## src/rtl/preco_calc.sv

```systemverilog
// preco_calc: weight x unit-price multiply, rounded divide by SCALE, saturating output; 2-clock latency.
module preco_calc #(
    parameter int IN_W  = 16,
    parameter int OUT_W = 16,
    parameter int SCALE = 1000,
    parameter int ROUND = 1
) (
    input  logic             clk,
    input  logic             rst,
    input  logic             in_valid,
    input  logic [IN_W-1:0]  weight_kg,
    input  logic [IN_W-1:0]  price_per_kg,
    output logic [OUT_W-1:0] total_price,
    output logic             out_valid,
    output logic             overflow
);
    localparam int PW = 2 * IN_W;
    localparam int QW = PW + 1;
    localparam logic [QW-1:0] BIAS = QW'(ROUND != 0 ? SCALE / 2 : 0);
    localparam logic [QW-1:0] DIV  = QW'(SCALE);
    localparam logic [QW-1:0] MAX  = QW'({OUT_W{1'b1}});

    logic [PW-1:0] prod;
    logic          v1;
    logic [QW-1:0] q;
    logic          sat;

    // One extra bit so the rounding bias can never wrap the product.
    always_comb begin
        q   = ({1'b0, prod} + BIAS) / DIV;
        sat = q > MAX;
    end

    always_ff @(posedge clk or posedge rst) begin
        if (rst) begin
            prod        <= '0;
            v1          <= 1'b0;
            out_valid   <= 1'b0;
            total_price <= '0;
            overflow    <= 1'b0;
        end else begin
            if (in_valid) prod <= PW'(weight_kg) * PW'(price_per_kg);
            v1        <= in_valid;
            out_valid <= v1;
            if (v1) begin
                total_price <= sat ? MAX[OUT_W-1:0] : q[OUT_W-1:0];
                overflow    <= sat;
            end
        end
    end
endmodule

```

## config.mk

```make
export PLATFORM = sky130hd
export DESIGN_NAME = preco_calc
export DESIGN_NICKNAME = d
export VERILOG_FILES = /design/src/rtl/preco_calc.sv
export SDC_FILE = /design/constraint.sdc
export NUM_CORES = 1
export LEC_CHECK = 0
export ABC_AREA = 1
export BUFFER_PORTS_ARGS = -buffer_cell sky130_fd_sc_hd__buf_2
export CAP_MARGIN = 30
export CORE_MARGIN = 5
export CORE_UTILIZATION = 48
export CTS_CLUSTER_SIZE = 24
export DETAILED_ROUTE_END_ITERATION = 8
export PLACE_DENSITY = 0.67
export REMOVE_ABC_BUFFERS = 1
export SETUP_SLACK_MARGIN = 0.02
export SLEW_MARGIN = 20
export SYNTH_ARGS = -nofsm -noshare
export SYNTH_HDL_FRONTEND = slang
export SYNTH_SLANG_ARGS = --single-unit
```

## constraint.sdc

```tcl
create_clock -name clk -period 35.8 [get_ports clk]
set_input_delay 3.58 -clock clk [delete_from_list [all_inputs] [get_ports clk]]
set_output_delay 3.58 -clock clk [all_outputs]
set_load 0.02 [all_outputs]
```

==> results of run 1 <==
## worst max-delay path: cells and delay by family, from the launching register on
| kind | cells | cell delay (ns) |
|---|---|---|
| and+or+nand+nor | 98 | 10.30 |
| AOI/OAI and AO/OA | 7 | 1.29 |
| adders and majority gates | 1 | 0.23 |
| buffers and inverters | 17 | 1.08 |
| DFF | 1 | 0.41 |
## layer usage
layer / part of all wire / global-route usage / vias up / wire [microns]
li1: - / - / 7233 / -
met1: 0.46 / 0.296 / 6768 / 18300
met2: 0.48 / 0.367 / 325 / 18900
met3: 0.043 / 0.0180 / 49 / 1710
met4: 0.013 / 0.0367 / 0 / 528
met5: 0 / 0 / - / 0
## per-stage QoR
stage               cells  hold WS [ns]  setup slack, ns
floorplan            2339         0.493            24.31
global placement     2840         0.463            22.68
detailed placement   2840         0.471            22.37
CTS                  2848         0.492            22.31
global route         2849         0.515            20.61
finish               2849         0.491            22.36
## flip-flops by register name, indices dropped and copies added (netlist names)
name and count:
out_valid 1, total_price 16, v1 1, overflow 1
prod 30
## cells by family (layout without fill, tap and decap cells)
family / count (synthesis) / in the layout / share of synthesized area
AND/OR/NAND/NOR: 1168 / 1168 / 0.346
AO/OA/AOI/OAI: 201 / 201 / 0.0780
adder cells (fa/ha/maj): 300 / 300 / 0.318
flip-flops: 49 / 49 / 0.0750
buffers and inverters: 631 / 617 / 0.147
XOR/XNOR: 66 / 66 / 0.0353
## worst paths after layout
check / startpoint / end / depth (start not counted)
setup / recovery: prod[2] / total_price[0] / 123
hold / removal: overflow / overflow / 2
setup reg to reg: prod[2] / total_price[0] / 123
hold reg to reg: overflow / overflow / 2
max in group asynchronous: rst / prod[23] / 3
min in group asynchronous: rst / total_price[13] / 3
## cell type report
| class | instances | area [sq um] |
|---|---|---|
| Sequential cell | 49 | 1230 |
| Inverter | 555 | 2100 |
| Tap cell | 448 | 561 |
| Timing Repair Buffer | 54 | 283 |
| Multi-Input combinational cell | 1735 | 12700 |
| Fill cell | 3300 | 16500 |
| Clock inverter | 3 | 47.5 |
| Clock buffer | 5 | 125 |
## placed cells by master, fill, tap and decap left out, types with 22 or more instances in the layout
cell	Yosys	routed
buf_2	0	52
o21ai_2	22	22
nand2_4	38	38
inv_1	494	493
fa_1	194	194
inv_2	45	46
nand3_1	155	155
xor2_1	49	49
nor2_2	24	24
dfrtp_1	49	49
o21ai_1	48	48
o21ai_0	38	38
nand3_2	36	36
nor2_1	122	122
a21oi_1	38	38
ha_1	106	106
nand2_2	77	77
nand2_1	656	656
==> flow_summary_export.csv, run 1 <==
group,metric,value,unit
worst_setup_path,critPathMostFrequentCell,"nand2_1",
job,cap_viol_max_count,0,
clock_network,path_clk_slew,0.08,ns
drt,post_drt_wl_per_cell,13.8,microns
timing,fmax,74.4,MHz
global_routing,grt_pass1_wl,68.9,mm
yosys,synth_area_per_cell,6.77,sq um
yosys,synth_cell_types,53,
drt,num_vias,14400,
clock_network,cts_buffers,5,
clock_network,cts.sink_count,49,
yosys,synthTopCellsByCount,"nand2_1, inv_1, fa_1, nand3_1, nor2_1",
worst_setup_path,cpPeakStageDelay,0.41,ns
drt,postRouteAntennaNets,0,
yosys,synth_top_area_share,0.237,
worst_setup_path,crit_required,36.04,ns
worst_setup_path,end_kind,"flip-flop",
final_layout,utilization,0.508,
yosys,ys_seq_elements,49,
drt,vias_per_cell,5.05,
final_layout,diodes,0,
yosys,synth.most_common_cell,"nand2_1",
timing,finalCritPeriodShare,0.376,
timing,tns,0,ns
timing,fin_skew,0.0178,ns
clock_network,cts.path.max_buffers,2,
floorplan,rows,67,
global_routing,grt_overflow,0,
clock_network,root_buffer,"clkbuf_16",
yosys,synthArstFlopShare,1.00,
worst_hold_path,hp-class,"reg -> reg",
place,portBuffers,52,
clock_network,clk_latency,0.32,ns
drt,post-route-drc-count,0,
yosys,yosysWarningCount,0,
timing,rsz0062_at_grt,"no",
drt,detailedRoute.firstIterationViolations,816,
timing,maxSlewHeadroom,0.371,
worst_setup_path,start_kind,"flip-flop",
yosys,synth_area_leaders,"fa_1, nand2_1, inv_1",
clock_network,cts_tree,"built",
timing,worst_pin_slew,0.944,ns
floorplan,ios,53,
place,gp_congestion,0.915,
final_layout,drive_gt1_frac,0.149,
floorplan,core_area,33600,sq um
worst_setup_path,worstPathArrival,13.68,ns
final_layout,stdcell_area,17100,sq um
place,placedInstanceArea,16900,sq um
floorplan,die_w,195,microns
timing,setup_viol,0,
global_routing,grt_max_degree,50,
place,place_hpwl,31.8,mm
timing,period_minus_slack,13.44,ns
yosys,synthesis.area,16400,sq um
yosys,seq_area_frac_synth,0.0750,
final_layout,layout.nets,2735,
timing,drv_slew,0,
global_routing,first_global_vias,14400,
floorplan,die_y,195,microns
timing,hold_violations,0,
drt,wl,39.4,mm
yosys,syn-instance-count,2415,
final_layout,area_growth,4.35,%
worst_setup_path,cp_max_fo,11,
floorplan,dieArea,37900,sq um
clock_network,cts_resized,0,
worst_setup_path,cpMaxStageDelayCell,"dfrtp_1",
global_routing,antenna_found_initial,0,
yosys,synth_top_cell_by_area,"fa_1",
yosys,synth-edff-count,0,
yosys,synth-main-ff-cell,"dfrtp_1",
worst_setup_path,reg2reg_slack,22.36,ns
status,status,"finished clean",
clock_network,cts_hold_buf,0,
worst_setup_path,worstSetupPathType,"reg -> reg",
drt,dr.pass1.iters,5,
clock_network,htreeDepth,2,
clock_network,post_cts_buffers,0,
global_routing,grt.total_usage,0.212,
floorplan,initial_core_util,0.487,
Power of run 1 is left out: the tool's default activity adds up to more than one toggle a clock period on the data nets, which glitch-free logic cannot reach.
==> inputs of run 2 (changes only) <==
--- a/config.mk
+++ b/config.mk
@@ -12,7 +12,7 @@
 export CORE_UTILIZATION = 48
 export CTS_CLUSTER_SIZE = 24
 export DETAILED_ROUTE_END_ITERATION = 8
-export PLACE_DENSITY = 0.67
+export PLACE_DENSITY = 0.7
 export REMOVE_ABC_BUFFERS = 1
 export SETUP_SLACK_MARGIN = 0.02
 export SLEW_MARGIN = 20
==> constraint.sdc (replaced) <==
create_clock -name clk -period 12.2 [get_ports clk]
set_input_delay 1.22 -clock clk [delete_from_list [all_inputs] [get_ports clk]]
set_output_delay 1.22 -clock clk [all_outputs]
set_load 0.02 [all_outputs]
==> flow_summary_export.csv, run 2 (synthesis results as in run 1) <==
group,metric,value,unit
drt,dr.max_layer_used,"met4",
clock_network,path_clk_slew,0.08,ns
place,gp_congestion,0.915,
worst_setup_path,cp_max_fo,8,
final_layout,mostFrequentLayoutCells,"nand2_1, inv_1, buf_4, fa_1, nand2_2",
worst_setup_path,cpMaxStageDelayCell,"dfrtp_1",
worst_setup_path,worstPathArrival,13.07,ns
worst_setup_path,critPathMostFrequentCell,"nand2_4",
global_routing,grt_overflow,0,
global_routing,grt.total_usage,0.230,
timing,fin_skew,0.0150,ns
drt,routedLengthMet1,18.8,mm
timing,hold_violations,0,
floorplan,rows,67,
floorplan,ios,53,
place,portBuffers,52,
place,dp_cells,3072,
drt,post_drt_wl_per_cell,14.5,microns
clock_network,cts_buffers,5,
global_routing,antenna_found_initial,0,
timing,drv_slew,0,
final_layout,area_growth,29.0,%
clock_network,cts.sink_count,49,
drt,detailedRoute.firstIterationViolations,818,
clock_network,root_buffer,"clkbuf_16",
timing,setup_slack,-0.642,ns
timing,worst_pin_slew,1.00,ns
final_layout,largest_reg_flops,30,
worst_setup_path,worstSetupPathType,"reg -> reg",
job,cap_viol_max_count,0,
floorplan,initial_core_util,0.487,
timing,fmax,77.9,MHz
timing,rsz0062_at_grt,"yes",
timing,tns,-1.24,ns
status,violations,"setup timing",
drt,dr_wl_met3,2.40,mm
worst_setup_path,cpPeakStageDelay,0.45,ns
timing,finalCritPeriodShare,1.05,
worst_setup_path,crit_required,12.43,ns
final_layout,reg_top3,"prod: 30 flops, total_price: 16 flops",
worst_setup_path,end_kind,"flip-flop",
timing,period_minus_slack,12.84,ns
drt,post-route-drc-count,0,
clock_network,cts_hold_buf,0,
final_layout,layout.nets,3065,
floorplan,dieArea,37900,sq um
drt,met2WireLength,23.7,mm
final_layout,diodes,0,
status,status,"finished with violations",
worst_hold_path,hp-class,"reg -> reg",
clock_network,cts.path.max_buffers,2,
final_layout,instances_no_fill,3179,
global_routing,grt_max_degree,50,
drt,dr.pass1.iters,5,
place,place_hpwl,33.6,mm
floorplan,core_area,33600,sq um
timing,setup_viol,3,
final_layout,drive_gt1_frac,0.345,
drt,vias_per_cell,5.11,
drt,postRouteAntennaNets,0,
global_routing,grt_pass1_wl,74.6,mm
global_routing,first_global_vias,16500,
final_layout,utilization,0.628,
drt,num_vias,16300,
timing,maxSlewHeadroom,0.328,
floorplan,die_y,195,microns
final_layout,regMostFlops,"prod",
worst_setup_path,start_kind,"flip-flop",
clock_network,htreeDepth,2,
clock_network,cts_tree,"built",
floorplan,die_w,195,microns
clock_network,clk_latency,0.31,ns
drt,wl,46.1,mm
final_layout,final_common_cell,"nand2_1",
[run 2: changes by cell type in the layout (fill, tap and decap cells not counted), sizes merged]
cell,before,now
clkinvlp,0,1
inv,548,547
clkinv,9,10
clkbuf,5,6
nand2,772,773
buf,54,382
bufinv,1,0
[run 2: layout make-up]
class / count / area, sq um
clock buffer: 6 / 139
clock inverter: 2 / 17.5
fill: 2846 / 12500
inverter: 555 / 2130
multi-input combinational: 1736 / 14200
sequential: 49 / 1240
tap: 448 / 561
timing repair buffer: 382 / 2790
timing repair inverter: 1 / 7.51
[run 2: worst paths after layout]
check	from	to	slack (ns)	cells past startpoint
worst min-delay path	total_price[11]	total_price[11]	0.49	2
worst min register to register	total_price[11]	total_price[11]	0.49	2
max in group asynchronous	rst	prod[27]	10.60	3
worst max register to register	prod[13]	total_price[0]	-0.64	118
worst max-delay path	prod[13]	total_price[0]	-0.64	118
min in group asynchronous	rst	total_price[8]	1.08	3
[run 2: what timing repair did]
| item | 4_1_cts | 5_1_grt |
|---|---|---|
| cloned | 1 | 1 |
| setup buffers | 53 | 43 |
| gates resized for setup | 159 | 235 |
| setup endpoints to repair | 3 | 5 |
| pin swaps | 78 | 141 |
| endpoints found under the hold margin | 0 | 0 |
[run 2: through the flow]
stage | setup slack (ns) | hold slack (ns) | cell area (sq um)
2_1_floorplan | 0.713 | 0.493 | 16100
3_3_place_gp | -0.170 | 0.465 | 18600
3_5_place_dp | -0.593 | 0.476 | 18600
4_1_cts | -0.155 | 0.497 | 19800
5_1_grt | -1.62 | 0.523 | 21100
6_report | -0.642 | 0.491 | 21100
[run 2: critical path, delay by kind of cell (launching register included)]
family	cells	cell delay [ns]
AND/OR/NAND/NOR	84	8.08
AO/OA/AOI/OAI	14	2.11
buffers and inverters	18	1.78
flip-flops	1	0.45
XOR/XNOR	2	0.29
[run 2: per-layer routing]
layer  global-route usage  vias to the layer above
met2                0.414                      453
li1                     -                     7889
met4               0.0648                        0
met5                    0                        -
met1                0.289                     7821
met3               0.0287                       89
Power of run 2 is left out for the same reason.
